## config.mk

```make
export PLATFORM = sky130hd
export DESIGN_NAME = lif_spike_monitor
export DESIGN_NICKNAME = d
export VERILOG_FILES = /design/src/rtl/lif_spike_monitor.sv
export SDC_FILE = /design/constraint.sdc
export NUM_CORES = 1
export LEC_CHECK = 0
export CAP_MARGIN = 10
export CORE_MARGIN = 2
export CORE_UTILIZATION = 40
export DETAILED_ROUTE_END_ITERATION = 10
export PLACE_DENSITY = 0.58
export REMOVE_ABC_BUFFERS = 1
export SLEW_MARGIN = 20
export SYNTH_ARGS = -nofsm -noshare
export SYNTH_HDL_FRONTEND = slang
export SYNTH_SLANG_ARGS = --single-unit
export TNS_END_PERCENT = 30
```

## constraint.sdc

```tcl
create_clock -name clk -period 4.04 [get_ports clk]
set_input_delay 0.808 -clock clk [delete_from_list [all_inputs] [get_ports clk]]
set_output_delay 0.808 -clock clk [all_outputs]
set_load 0.02 [all_outputs]
```

## src/rtl/lif_spike_monitor.sv

```systemverilog
// Timestamps rising edges of a LIF neuron's spike output and buffers {ts, state} in a
// first-word-fall-through FIFO drained over valid/ready. Optional spike-rate window: SPIKE_RATE_EN.
module lif_spike_monitor #(
    parameter int TS_W     = 8,
    parameter int DEPTH    = 4,
    parameter int WIN_LOG2 = 8
) (
    input  logic                     clk,
    input  logic                     reset_n,
    input  logic                     en,
    input  logic                     spike,
    input  logic [7:0]               state,
    input  logic                     clear,
    output logic                     evt_valid,
    input  logic                     evt_ready,
    output logic [TS_W-1:0]          evt_ts,
    output logic [7:0]               evt_state,
    output logic [$clog2(DEPTH):0]   fifo_count,
    output logic                     overflow,
    output logic [7:0]               rate
);

    localparam int PW = $clog2(DEPTH);
    localparam int CW = PW + 1;

    if (DEPTH < 2 || (DEPTH & (DEPTH - 1)) != 0 || WIN_LOG2 < 1) begin : g_bad_cfg
        $error("lif_spike_monitor: DEPTH must be a power of 2 >= 2 and WIN_LOG2 >= 1");
    end

    logic [TS_W-1:0] ts_cnt;
    logic            spike_q;
    logic [PW-1:0]   wr_ptr;
    logic [PW-1:0]   rd_ptr;
    logic [CW-1:0]   count_nxt;
    logic            evt_edge;
    logic            full;
    logic            push;
    logic            pop;
    logic            drop;

    logic [TS_W-1:0] mem_ts    [DEPTH];
    logic [7:0]      mem_state [DEPTH];

    assign evt_edge  = en && spike && !spike_q;
    assign evt_valid = (fifo_count != '0);
    assign full      = (fifo_count == CW'(DEPTH));
    assign pop       = evt_valid && evt_ready;
    // A full FIFO still accepts the new event when the head leaves in the same cycle.
    assign push      = evt_edge && (!full || pop);
    assign drop      = evt_edge && full && !pop;

    // NOTE: every variable assigned in always_comb gets a default first so no latch is inferred.
    always_comb begin
        count_nxt = fifo_count;
        case ({push, pop})
            2'b10:   count_nxt = fifo_count + 1'b1;
            2'b01:   count_nxt = fifo_count - 1'b1;
            default: count_nxt = fifo_count;
        endcase
    end

    // NOTE: sequential state uses non-blocking assignments so all registers update from pre-edge values.
    always_ff @(posedge clk or negedge reset_n) begin
        if (!reset_n) begin
            ts_cnt     <= '0;
            spike_q    <= 1'b0;
            wr_ptr     <= '0;
            rd_ptr     <= '0;
            fifo_count <= '0;
            overflow   <= 1'b0;
        end else begin
            if (en) ts_cnt <= ts_cnt + 1'b1;
            spike_q <= spike;
            if (push) wr_ptr <= wr_ptr + 1'b1;
            if (pop)  rd_ptr <= rd_ptr + 1'b1;
            fifo_count <= count_nxt;
            if (drop)       overflow <= 1'b1;
            else if (clear) overflow <= 1'b0;
        end
    end

    // NOTE: the storage array has no reset; emptiness comes from the pointers and count,
    // and the outputs are masked to zero while empty.
    always_ff @(posedge clk) begin
        if (push) begin
            mem_ts[wr_ptr]    <= ts_cnt;
            mem_state[wr_ptr] <= state;
        end
    end

    assign evt_ts    = evt_valid ? mem_ts[rd_ptr]    : '0;
    assign evt_state = evt_valid ? mem_state[rd_ptr] : '0;

`ifdef SPIKE_RATE_EN
    logic [WIN_LOG2-1:0] win_cnt;
    logic [7:0]          spk_cnt;
    logic [7:0]          rate_q;
    logic                win_last;
    logic [8:0]          win_total;

    assign win_last  = en && (win_cnt == '1);
    // An edge on the window's final cycle is credited to the window that is ending.
    assign win_total = {1'b0, spk_cnt} + 9'(evt_edge);

    always_ff @(posedge clk or negedge reset_n) begin
        if (!reset_n) begin
            win_cnt <= '0;
            spk_cnt <= '0;
            rate_q  <= '0;
        end else begin
            if (en) win_cnt <= win_cnt + 1'b1;
            if (win_last) begin
                rate_q  <= win_total[8] ? 8'hFF : win_total[7:0];
                spk_cnt <= '0;
            end else if (evt_edge && spk_cnt != 8'hFF) begin
                spk_cnt <= spk_cnt + 1'b1;
            end
        end
    end

    assign rate = rate_q;
`else
    assign rate = 8'd0;
`endif

endmodule

```

# Word-level counts from Yosys, hierarchy flattened
# Memory sizes are Yosys's and may differ from the RTL's.
# Index checks and enable logic that the tools add are counted.
op_classes:
  add_sub_neg: 5
  mul: 0
  n_div: 0
  order_cmp: 0
  eq_ne: 3
  shift: 0
  muxes: 7
  bitwise: 0
  n_reduce_logical: 13
ops:
  columns: ["operator", "n"]
  rows:
  - ["8-bit two-way mux", 2]
  - ["8-bit by 1-bit adder with 8-bit output (second input constant)", 1]
  - ["1-bit logical AND", 6]
  - ["3-bit case mux with 2 select lines", 1]
  - ["2-bit by 1-bit adder with 2-bit output (second input constant)", 2]
  - ["1-bit two-way mux", 4]
  - ["2-bit nonzero test", 2]
  - ["3-bit by 1-bit adder with 3-bit output (second input constant)", 1]
  - ["3-bit equality test (second input constant)", 1]
  - ["1-bit zero test", 3]
  - ["3-bit nonzero test", 1]
  - ["3-bit by 1-bit subtractor with 3-bit output (second input constant)", 1]
  - ["2-bit by 1-bit equality test with 1-bit output (second input constant)", 1]
  - ["2-bit equality test (second input constant)", 1]
  - ["1-bit logical OR", 1]
word_totals:
  reg_bits: 17
  latch_bits: 0
  ram_bits: 64
  mem_bits_ro: 0
  input_bits: 14
  out_inout_bits: 29
  elab_cells: 36
  memories: 2
mem_list:
  columns: ["name", "words", "word_bits", "rd", "rd_ports_with_merged_regs", "wr", "line", "text"]
  rows:
  - ["mem_state", 4, 8, 1, 0, 1, "42", "logic [7:0] mem_state [DEPTH];"]
  - ["mem_ts", 4, 8, 1, 0, 1, "41", "logic [TS_W-1:0] mem_ts [DEPTH];"]

# Logic depth before layout (Yosys ltp)
# Gate-level depths: netlist (run 1).
depth:
  depth_word: 6
  mapped_depth: 10
  depth_no_buf: 9

# Worst setup path after synthesis (run 1)
# No wires, ideal clock.
synth_timing:
  kind: "input to register"
  start: "input evt_ready"
  end: "register fifo_count[2]"
  setup_ns: 0.080
  arrival_ns: 2.520
  t_required_ns: 3.960
  setup_slack_ns: 1.441
  path_stages: 9
  n_path_buf: 0
  path_cell_list: "or4b_4 -> nor3b_4 -> inv_1 -> ha_1 -> inv_1 -> fa_1 -> xor2_1 -> nor2_1 -> xor2_1"
synth_via:
  elab_chain_len: 5
  elab_cells_between_ends: 7
  classes_between: "2 x eq/ne; 1 x mux; 4 x reduce/logical"
synth_rtl:
  columns: ["element", "line", "text"]
  rows:
  - ["from (decl)", "15", "input logic evt_ready,"]
  - ["1-bit logical AND *", "47", "assign pop = evt_valid && evt_ready;"]
  - ["1-bit logical OR", "49", "assign push = evt_edge && (!full || pop);"]
  - ["1-bit logical AND", "49", null]
  - ["2-bit by 1-bit equality test with 1-bit output or 2-bit equality test (tied branches)", "55", "case ({push, pop})"]
  - ["3-bit case mux with 2 select lines or 2-bit nonzero test (tied branches)", null, null]
  - ["to (signal assigned)", "76", "fifo_count <= count_nxt;"]
  - ["to (decl)", "18", "output logic [$clog2(DEPTH):0] fifo_count,"]
# Every way passes the cells marked *; elsewhere a longest branch is shown, timed or not.
# A chain may end at the register's enable or synchronous reset.

# Worst setup path after layout (run 1)
layout_timing:
  start: "register rd_ptr[1]"
  end: "output evt_ts[7]"
layout_via:
  elab_chain_len: 2
layout_rtl:
  columns: ["element", "line", "text"]
  rows:
  - ["from (decl)", "33", "logic [PW-1:0] rd_ptr;"]
  - ["from (signal assigned)", "75", "if (pop) rd_ptr <= rd_ptr + 1'b1;"]
  - ["memory read 4 x 8 bit", null, null]
  - ["8-bit two-way mux", "91", "assign evt_ts = evt_valid ? mem_ts[rd_ptr] : '0;"]
  - ["to (decl)", "16", "output logic [TS_W-1:0] evt_ts,"]
# Every way passes these cells.

==> results of run 1 <==
==> power breakdown <==
part           leakage (nW)  switching, mW  total [mW]  internal [mW]
logic                 0.498          0.441       0.963          0.521
registers             0.792          0.145        1.20           1.05
clock network        0.0874          0.296       0.523          0.227
==> cell families (layout without fill, tap and decap cells) <==
family | Yosys count | count (layout)
other cells | 1 | 8
compound gates | 1 | 1
mux | 19 | 19
buf+inv | 22 | 58
simple gates | 36 | 36
flops | 81 | 81
xor+xnor | 13 | 13
fa+ha+maj | 7 | 7
==> cells in the final DEF (no fill, tap or decap) <==
| master | Yosys | routed |
|---|---|---|
| nand3_1 | 1 | 1 |
| mux4_2 | 16 | 16 |
| nor3_1 | 1 | 1 |
| fa_1 | 1 | 1 |
| nor2_1 | 2 | 2 |
| clkinv_1 | 0 | 1 |
| nand4_1 | 3 | 3 |
| or4b_4 | 1 | 1 |
| xor2_1 | 6 | 6 |
| ha_1 | 6 | 6 |
| edfxtp_1 | 64 | 64 |
| nor3b_4 | 1 | 1 |
| mux2i_1 | 1 | 1 |
| inv_1 | 7 | 7 |
| or3_1 | 1 | 1 |
| and2_2 | 5 | 5 |
| inv_6 | 0 | 1 |
| o32ai_1 | 1 | 1 |
| mux2_4 | 1 | 1 |
| xnor2_1 | 7 | 7 |
| nand2_1 | 4 | 4 |
| clkdlybuf4s50_1 | 0 | 34 |
| clkinv_4 | 0 | 4 |
| clkbuf_8 | 0 | 9 |
| mux2_2 | 1 | 1 |
| and2_1 | 16 | 16 |
| clkinvlp_4 | 0 | 1 |
| conb_1 | 1 | 8 |
| buf_4 | 9 | 1 |
| dfrtp_1 | 17 | 17 |
| and3_1 | 1 | 1 |
==> critical path, cell delays in order, from the launching register on <==
cell and delay, ps:
dfrtp_1 870, mux4_2 420, and2_1 170, clkdlybuf4s50_1 530
==> stage by stage <==
stage / power [mW] / worst slack [ps] / area [sq um]
2_1_floorplan: 1.79 / 1440 / 3250
3_3_place_gp: 2.19 / 922 / 3730
3_5_place_dp: 2.20 / 870 / 3730
4_1_cts: 2.72 / 830 / 3910
5_1_grt: 2.84 / 779 / 3910
6_report: 2.68 / 890 / 3910
==> cell type report <==
type                    count  share of cell area
clock buffers               9              0.0317
clock inverters             7              0.0141
inverters                   7             0.00672
multi-input cells          84               0.225
flip-flops and latches     81               0.600
well taps                 105              0.0336
repair buffers             35              0.0890
==> metal layers <==
| metal | track usage | part of all wire | vias up |
|---|---|---|---|
| met3 | 0.0261 | 0.033 | 8 |
| met1 | 0.175 | 0.47 | 782 |
| met5 | 0 | 0 | - |
| li1 | - | - | 729 |
| met4 | 0.0652 | 0.015 | 0 |
| met2 | 0.203 | 0.48 | 32 |
==> state kept, by name, summed over array words and instances, names as in the netlist <==
register	count
mem_state	32
ts_cnt	8
spike_q	1
wr_ptr	2
fifo_count	3
rd_ptr	2
mem_ts	32
overflow	1
==> worst max path at each step <==
| stage | endpoint | depth (start not counted) | start | slack, ps |
|---|---|---|---|---|
| final | evt_ts[7] | 3 | rd_ptr[1] | 890 |
| after global routing | evt_state[0] | 3 | rd_ptr[1] | 780 |
| after CTS | evt_ts[1] | 3 | rd_ptr[1] | 830 |
| after detailed placement | fifo_count[2] | 10 | evt_ready | 870 |
| after global placement | fifo_count[2] | 10 | evt_ready | 920 |
| after floorplan | fifo_count[2] | 9 | evt_ready | 1440 |
==> results.tsv, run 1 <==
metric	value	unit
vias_per_cell	4.73	
core.rowCount	33	
hold_path_startpoint	fifo_count[2]	
drc	0	
final_core_util	0.481	
arrival	2340	ps
required	3230	ps
whs	511	ps
nNetsFinal	239	
dp_hpwl	3.16	mm
worstHoldPathType	flop to flop	
grt_use_total	0.130	
synth_cell_types	28	
synthXorXnorAreaFrac	0.0342	
drt_pass1_iterations	4	
portBuffers	34	
reg2reg_from	fifo_count[2]	
cts_resized	0	
relSlewSlack	0.444	
setup_tns	0	ps
leakage	1.38	nW
rrSetupSlack	1720	ps
r2r-end	fifo_count[2]	
routed_wl	5.27	mm
multiInputGateArea	878	sq um
async_flop_share	0.210	
rsz0062_at_grt	false	
clock_path_buffers	2	
die_area	9060	sq um
ys_ff_latch	81	
critPathMaxFanout	17	
register_area	2350	sq um
cts_root_buf	clkbuf_8	
period_share	0.780	
hold_buffers	0	
synth_top_family_by_area	multiplexers	
synth_ff_type	edfxtp_1	
yosysSeqAreaShare	0.706	
drv_cap	0	
worst_pin_slew	832	ps
die_w	95.2	microns
htree_levels	3	
dp.cells	312	
yosysMostFrequentCell	edfxtp_1	
synth-edff-count	64	
fin_crit	3150	ps
grt_pass1_vias	1647	
min_path_cells	1	
hold_violations	0	
overflow	0	
status	finished clean	
synth-compound-area-share	0.00263	
crit_type	flop to primary output	
fill_cells	687	
layout.cells.non_filler	328	
synth_area	3330	sq um
slew_viol_final	0	
antenna_found_initial	0	
peakVddDrop	249	uV
cts_tree	yes	
clk_pin_slew	80	ps
synth_fa_ha_area_frac	0.0286	
syn_to_final_growth	17.5	%
fin_skew	9.03	ps
synthTopCellsByCount	edfxtp_1, dfrtp_1, and2_1, mux4_2, buf_4	
die_y	95.2	microns
routedWlPerCell	16.1	microns
grt_max_degree	20	
post_cts_buffers	0	
ys_warn_count	0	
hold_end	fifo_count[2]	
clk_latency	340	ps
via_count	1551	
antenna_left	0	
syn_inst	180	
place.gp.congestion	0.738	
cts_buffers	9	
max_freq	317	MHz
avgSynthCellArea	18.5	sq um
netlist.area_leader.share	0.578	
drt_iter0_drc	53	
yosys.area.top_type	edfxtp_1	
layout-drive-gt1-share	0.184	
synth_area_leaders	edfxtp_1, dfrtp_1, mux4_2	
synth-simple-area-share	0.0703	
ff2ff_path_depth	8	
io_pins	43	
setup.worst_path.start_class	flop	
p_per_area	686	nW/um^2
core	8130	sq um
muxShareOfSynthArea	0.119	
end_kind	primary output	
setup_viol_count_final	0	
start_util	0.409	
cts.sinks	81	
n_antenna_cell	0	
grt_pass1_wl	8.48	mm
Note: power is estimated with default switching activity, not from simulation.
==> inputs of run 2 (changes only) <==
Clock period 4.04 ns to 3 ns, I/O delays scaled along.
==> results.tsv, run 2 (synthesized netlist as in run 1, its figures left out) <==
metric	value	unit	change
status	finished clean		unchanged
worstHoldPathType	flop to flop		unchanged
crit_type	flop to primary output		unchanged
overflow	0		unchanged
startpoint	fifo_count[2]		was rd_ptr[1]
die_area	9060	sq um	unchanged
via_count	1556		was 1551
largestRegisters	mem_state (32), mem_ts (32), ts_cnt (8)		unchanged
relSlewSlack	0.470		was 0.444
seq_power_share	0.424		was 0.446
fin_skew	10.8	ps	was 9.03 ps
rsz0062_at_grt	false		unchanged
cp-endpoint	evt_ts[5]		was evt_ts[7]
setup_tns	0	ps	unchanged
max_freq	360	MHz	
hold_violations	0		unchanged
switching_share	0.314		was 0.329
die_w	95.2	microns	unchanged
period_share	0.926		
reg2reg_from	fifo_count[1]		was fifo_count[2]
cp_slowest_cell	or3_1		was dfrtp_1
cts_root_buf	clkbuf_8		unchanged
whs	507	ps	was 511 ps
rrSetupSlack	720	ps	was 1720 ps
arrival	2180	ps	was 2340 ps
drt_pass1_iterations	4		unchanged
critPathMaxFanout	19		was 17
cts_buffers	9		unchanged
cts_resized	0		unchanged
core	8130	sq um	unchanged
cp_num_buf_inv	1		unchanged
final_common_cell	edfxtp_1		unchanged
die_y	95.2	microns	unchanged
dp_hpwl	3.18	mm	was 3.16 mm
io_pins	43		unchanged
r2r-end	fifo_count[2]		unchanged
htree_levels	3		unchanged
mostFrequentLayoutCells	edfxtp_1, clkdlybuf4s50_1, dfrtp_1, mux4_2, and2_1		unchanged
max_stage_delay	630	ps	was 870 ps
leakage	1.41	nW	was 1.38 nW
portBuffers	34		unchanged
start_util	0.409		unchanged
vias_per_cell	4.70		was 4.73
internal_power	2.54	mW	was 1.80 mW
crit_cells	3		unchanged
hold_buffers	0		unchanged
p_per_area	935	nW/um^2	was 686 nW/um^2
layout-drive-gt1-share	0.190		was 0.184
setup.worst_path.start_class	flop		unchanged
routed_wl	5.17	mm	was 5.27 mm
drt_iter0_drc	42		was 53
required	2400	ps	was 3230 ps
worst_pin_slew	793	ps	was 832 ps
drc	0		unchanged
syn_to_final_growth	18.9	%	was 17.5%
power_frac_comb	0.372		was 0.359
nNetsFinal	242		was 239
multiInputGateArea	878	sq um	unchanged
end_kind	primary output		unchanged
n_antenna_cell	0		unchanged
clock_path_buffers	2		unchanged
setup_viol_count_final	0		unchanged
antenna_found_initial	0		unchanged
routedWlPerCell	15.6	microns	was 16.1 microns
peakVddDrop	419	uV	was 249 uV
grt_max_degree	20		unchanged
ff2ff_path_depth	9		was 8
slew_viol_final	0		unchanged
cts.sinks	81		unchanged
register_area	2350	sq um	unchanged
path_cells	or3_1 > and2_1 > clkdlybuf4s50_1		was mux4_2 > and2_1 > clkdlybuf4s50_1
clk_latency	350	ps	was 340 ps
fin_crit	2780	ps	
cts_tree	yes		unchanged
p_sw	1.16	mW	was 0.882 mW
pwr-share-clk	0.204		was 0.195
placed_cell_area	3770	sq um	was 3730 sq um
grt_pass1_wl	8.11	mm	was 8.48 mm
post_cts_buffers	0		unchanged
antenna_left	0		unchanged
fin_area	3960	sq um	was 3910 sq um
clk_pin_slew	80	ps	about the same
grt_pass1_vias	1498		was 1647
fill_cells	698		was 687
crit_family	simple AND/OR/NAND/NOR gates		was flip-flops
place.gp.congestion	0.776		was 0.738
drv_cap	0		unchanged
core.rowCount	33		unchanged
grt_use_total	0.126		was 0.130
==> run 2: cell types whose count changed in the layout (fill, tap and decap cells not counted) <==
cell,delta
buf_12,+1
buf_4,+2
bufinv_16,+1
clkbuf_1,+2
clkinv_1,-1
clkinv_2,+2
clkinv_4,-2
clkinvlp_4,-1
inv_6,-1
==> run 2: cell type report <==
type | count | share of cell area
well taps | 105 | 0.0332
clock buffers | 11 | 0.0332
repair buffers | 38 | 0.0968
clock inverters | 5 | 0.0146
flip-flops and latches | 81 | 0.593
multi-input cells | 84 | 0.222
inverters | 7 | 0.00664
==> run 2: metrics by stage <==
step,utilization,cells,setup slack (ps),total power [mW]
floorplan,-,172,609,2.41
global placement,0.463,315,89.4,2.99
detailed placement,0.463,315,52.3,3.00
CTS,0.486,331,148,3.76
global route,0.486,331,87.7,3.92
finish,0.486,331,221,3.70
==> run 2: power groups by stage <==
stage | Combinational [mW] | Sequential [mW] | Clock (mW)
floorplan | 0.758 | 1.65 | 0
global placement | 1.41 | 1.58 | 0
detailed placement | 1.41 | 1.59 | 0
CTS | 1.41 | 1.57 | 0.784
global route | 1.50 | 1.59 | 0.820
finish | 1.37 | 1.57 | 0.756
==> run 2: routing by layer <==
metal  wire (microns)  up-vias  GRT usage
met5                0        -          0
li1                 -      737          -
met4              102        0     0.0688
met1             2380      774      0.171
met2             2480       36      0.192
met3              215        9     0.0261
==> run 2: worst min-delay path by stage <==
stage                  startpoint             to  slack (ps)  cells past startpoint
detailed placement  fifo_count[2]  fifo_count[2]         500                      1
CTS                 fifo_count[2]  fifo_count[2]         510                      1
floorplan                 reset_n  fifo_count[0]         300                      0
global placement    fifo_count[2]  fifo_count[2]         490                      1
finish              fifo_count[2]  fifo_count[2]         510                      1
global route             overflow       overflow         550                      2
==> run 2: worst reg2reg max path: stages (launching register included) <==
cell and delay, ps:
dfrtp_1 410, or4b_4 540, nor3b_4 200, inv_1 60
ha_1 170, inv_1 60, fa_1 370, xor2_1 150
nor2_1 120, xor2_1 150
==> inputs of run 3 (changes only) <==
Settings changed: CORE_UTILIZATION 40 to 54, HOLD_SLACK_MARGIN from default to 0.02, PLACE_DENSITY 0.58 to 0.75.
==> results.tsv, run 3 (synthesized netlist as in run 1, its figures left out) <==
metric	value	unit	change
setup.worst_path.start_class	flop		unchanged
io_pins	43		unchanged
grt_use_total	0.181		was 0.126
worst_pin_slew	786	ps	was 793 ps
core.rowCount	28		was 33
r2r-end	fifo_count[2]		unchanged
max_freq	352	MHz	was 360 MHz
clock_path_buffers	2		unchanged
ff2ff_path_depth	8		was 9
layout-drive-gt1-share	0.191		was 0.190
fill_cells	418		was 698
drt_pass1_iterations	4		unchanged
required	2400	ps	about the same
placed_cell_area	3710	sq um	was 3770 sq um
min_path_cells	1		unchanged
peakVddDrop	671	uV	was 419 uV
reg2reg_from	fifo_count[0]		was fifo_count[1]
drv_cap	0		unchanged
rsz0062_at_grt	false		unchanged
slew_viol_final	0		unchanged
antenna_found_initial	0		unchanged
crit_type	flop to primary output		unchanged
core	5920	sq um	was 8130 sq um
die_w	82.5	microns	was 95.2 microns
cts_root_buf	clkbuf_8		unchanged
die_area	6800	sq um	was 9060 sq um
grt_pass1_wl	8.54	mm	was 8.11 mm
multiInputGateArea	878	sq um	unchanged
relSlewSlack	0.474		was 0.470
via_count	1628		was 1556
overflow	0		unchanged
worstHoldPathType	flop to flop		unchanged
final_common_cell	edfxtp_1		unchanged
hold_end	fifo_count[2]		unchanged
post_cts_buffers	0		unchanged
fin_area	3910	sq um	was 3960 sq um
antenna_left	0		unchanged
p_per_area	950	nW/um^2	was 935 nW/um^2
cts_resized	0		unchanged
mostFrequentLayoutCells	edfxtp_1, clkdlybuf4s50_1, mux4_2, and2_1, dfrtp_1		was edfxtp_1, clkdlybuf4s50_1, dfrtp_1, mux4_2, and2_1
nNetsFinal	241		was 242
start_util	0.562		was 0.409
hold_path_startpoint	fifo_count[2]		unchanged
max_stage_delay	670	ps	was 630 ps
dp_hpwl	3.50	mm	was 3.18 mm
fin_crit	2840	ps	was 2780 ps
fin_skew	6.90	ps	was 10.8 ps
status	finished clean		unchanged
hold_buffers	0		unchanged
n_antenna_cell	0		unchanged
register_area	2350	sq um	about the same
startpoint	fifo_count[2]		unchanged
period_share	0.947		was 0.926
vias_per_cell	5.43		was 4.70
htree_levels	3		unchanged
hold_violations	0		unchanged
grt_max_degree	20		unchanged
cts_tree	yes		unchanged
largestRegisters	mem_state (32), mem_ts (32), ts_cnt (8)		unchanged
clk_pin_slew	70	ps	was 80 ps
drt_iter0_drc	69		was 42
cp_slowest_cell	or3_1		unchanged
cts.sinks	81		unchanged
grt_pass1_vias	1705		was 1498
routed_wl	5.38	mm	was 5.17 mm
routedWlPerCell	17.9	microns	was 15.6 microns
die_y	82.5	microns	was 95.2 microns
cp_num_buf_inv	1		unchanged
drc	0		unchanged
end_kind	primary output		unchanged
layout.cells.non_filler	300		was 331
cts_buffers	9		unchanged
setup_viol_count_final	0		unchanged
portBuffers	34		unchanged
syn_to_final_growth	17.5	%	was 18.9%
crit_family	simple AND/OR/NAND/NOR gates		unchanged
clk_latency	340	ps	was 350 ps
rrSetupSlack	610	ps	was 720 ps
dp.cells	284		was 315
leakage	1.40	nW	was 1.41 nW
setup_tns	0	ps	unchanged
path_cells	or3_1 > and2_1 > clkdlybuf4s50_1		unchanged
critPathMaxFanout	19		unchanged
place.gp.congestion	0.705		was 0.776
arrival	2240	ps	was 2180 ps
run 3: cell count changes in the layout (fill, tap and decap cells not counted):
cell | previous run | this run
clkbuf_8 | 9 | 11
clkinv_4 | 2 | 0
buf_12 | 1 | 0
dfrtp_1 | 17 | 16
dfrtp_2 | 0 | 1
run 3: worst max path at each step:
stage                          endpoint  slack, ps  cells after the start
after global routing       evt_state[2]         50                      3
after global placement    fifo_count[2]        110                     10
after CTS                  evt_state[7]          5                      3
final                         evt_ts[3]        160                      3
after floorplan           fifo_count[2]        610                      9
after detailed placement  fifo_count[2]          7                     10
run 3: area by class of cell:
class	count	share of cell area
tap	75	0.0240
clock buffer	13	0.0407
inverter	7	0.00672
multi-input combinational	84	0.225
sequential	81	0.601
clock inverter	3	0.0102
timing repair buffer	37	0.0928
run 3: power by group:
| part | total [mW] | internal, mW | switching [mW] |
|---|---|---|---|
| Sequential | 1.62 | 1.42 | 0.203 |
| Combinational | 1.32 | 0.713 | 0.604 |
| Clock | 0.773 | 0.428 | 0.345 |
| Total | 3.71 | 2.56 | 1.15 |
run 3: metrics by stage:
step	power [mW]	util	hold WS [ps]	setup slack, ps
after floorplan	2.41	-	304	609
after global placement	2.92	0.626	504	115
after detailed placement	2.98	0.626	522	6.99
after CTS	3.76	0.660	535	4.77
after global routing	3.91	0.660	570	53.1
final	3.71	0.660	538	160
run 3: worst reg2reg max path: stages, from the launching register on:
cell	delay (ps)
dfrtp_1	450
or3_1	540
and2_2	280
ha_1	200
inv_1	70
fa_1	370
xor2_1	150
nor2_1	110
xor2_1	150
run 3: layer usage:
| metal | wire length, microns | global-route usage |
|---|---|---|
| met2 | 2920 | 0.310 |
| met5 | 0 | 0 |
| met4 | 121 | 0.0934 |
| met3 | 156 | 0.0293 |
| met1 | 2180 | 0.224 |
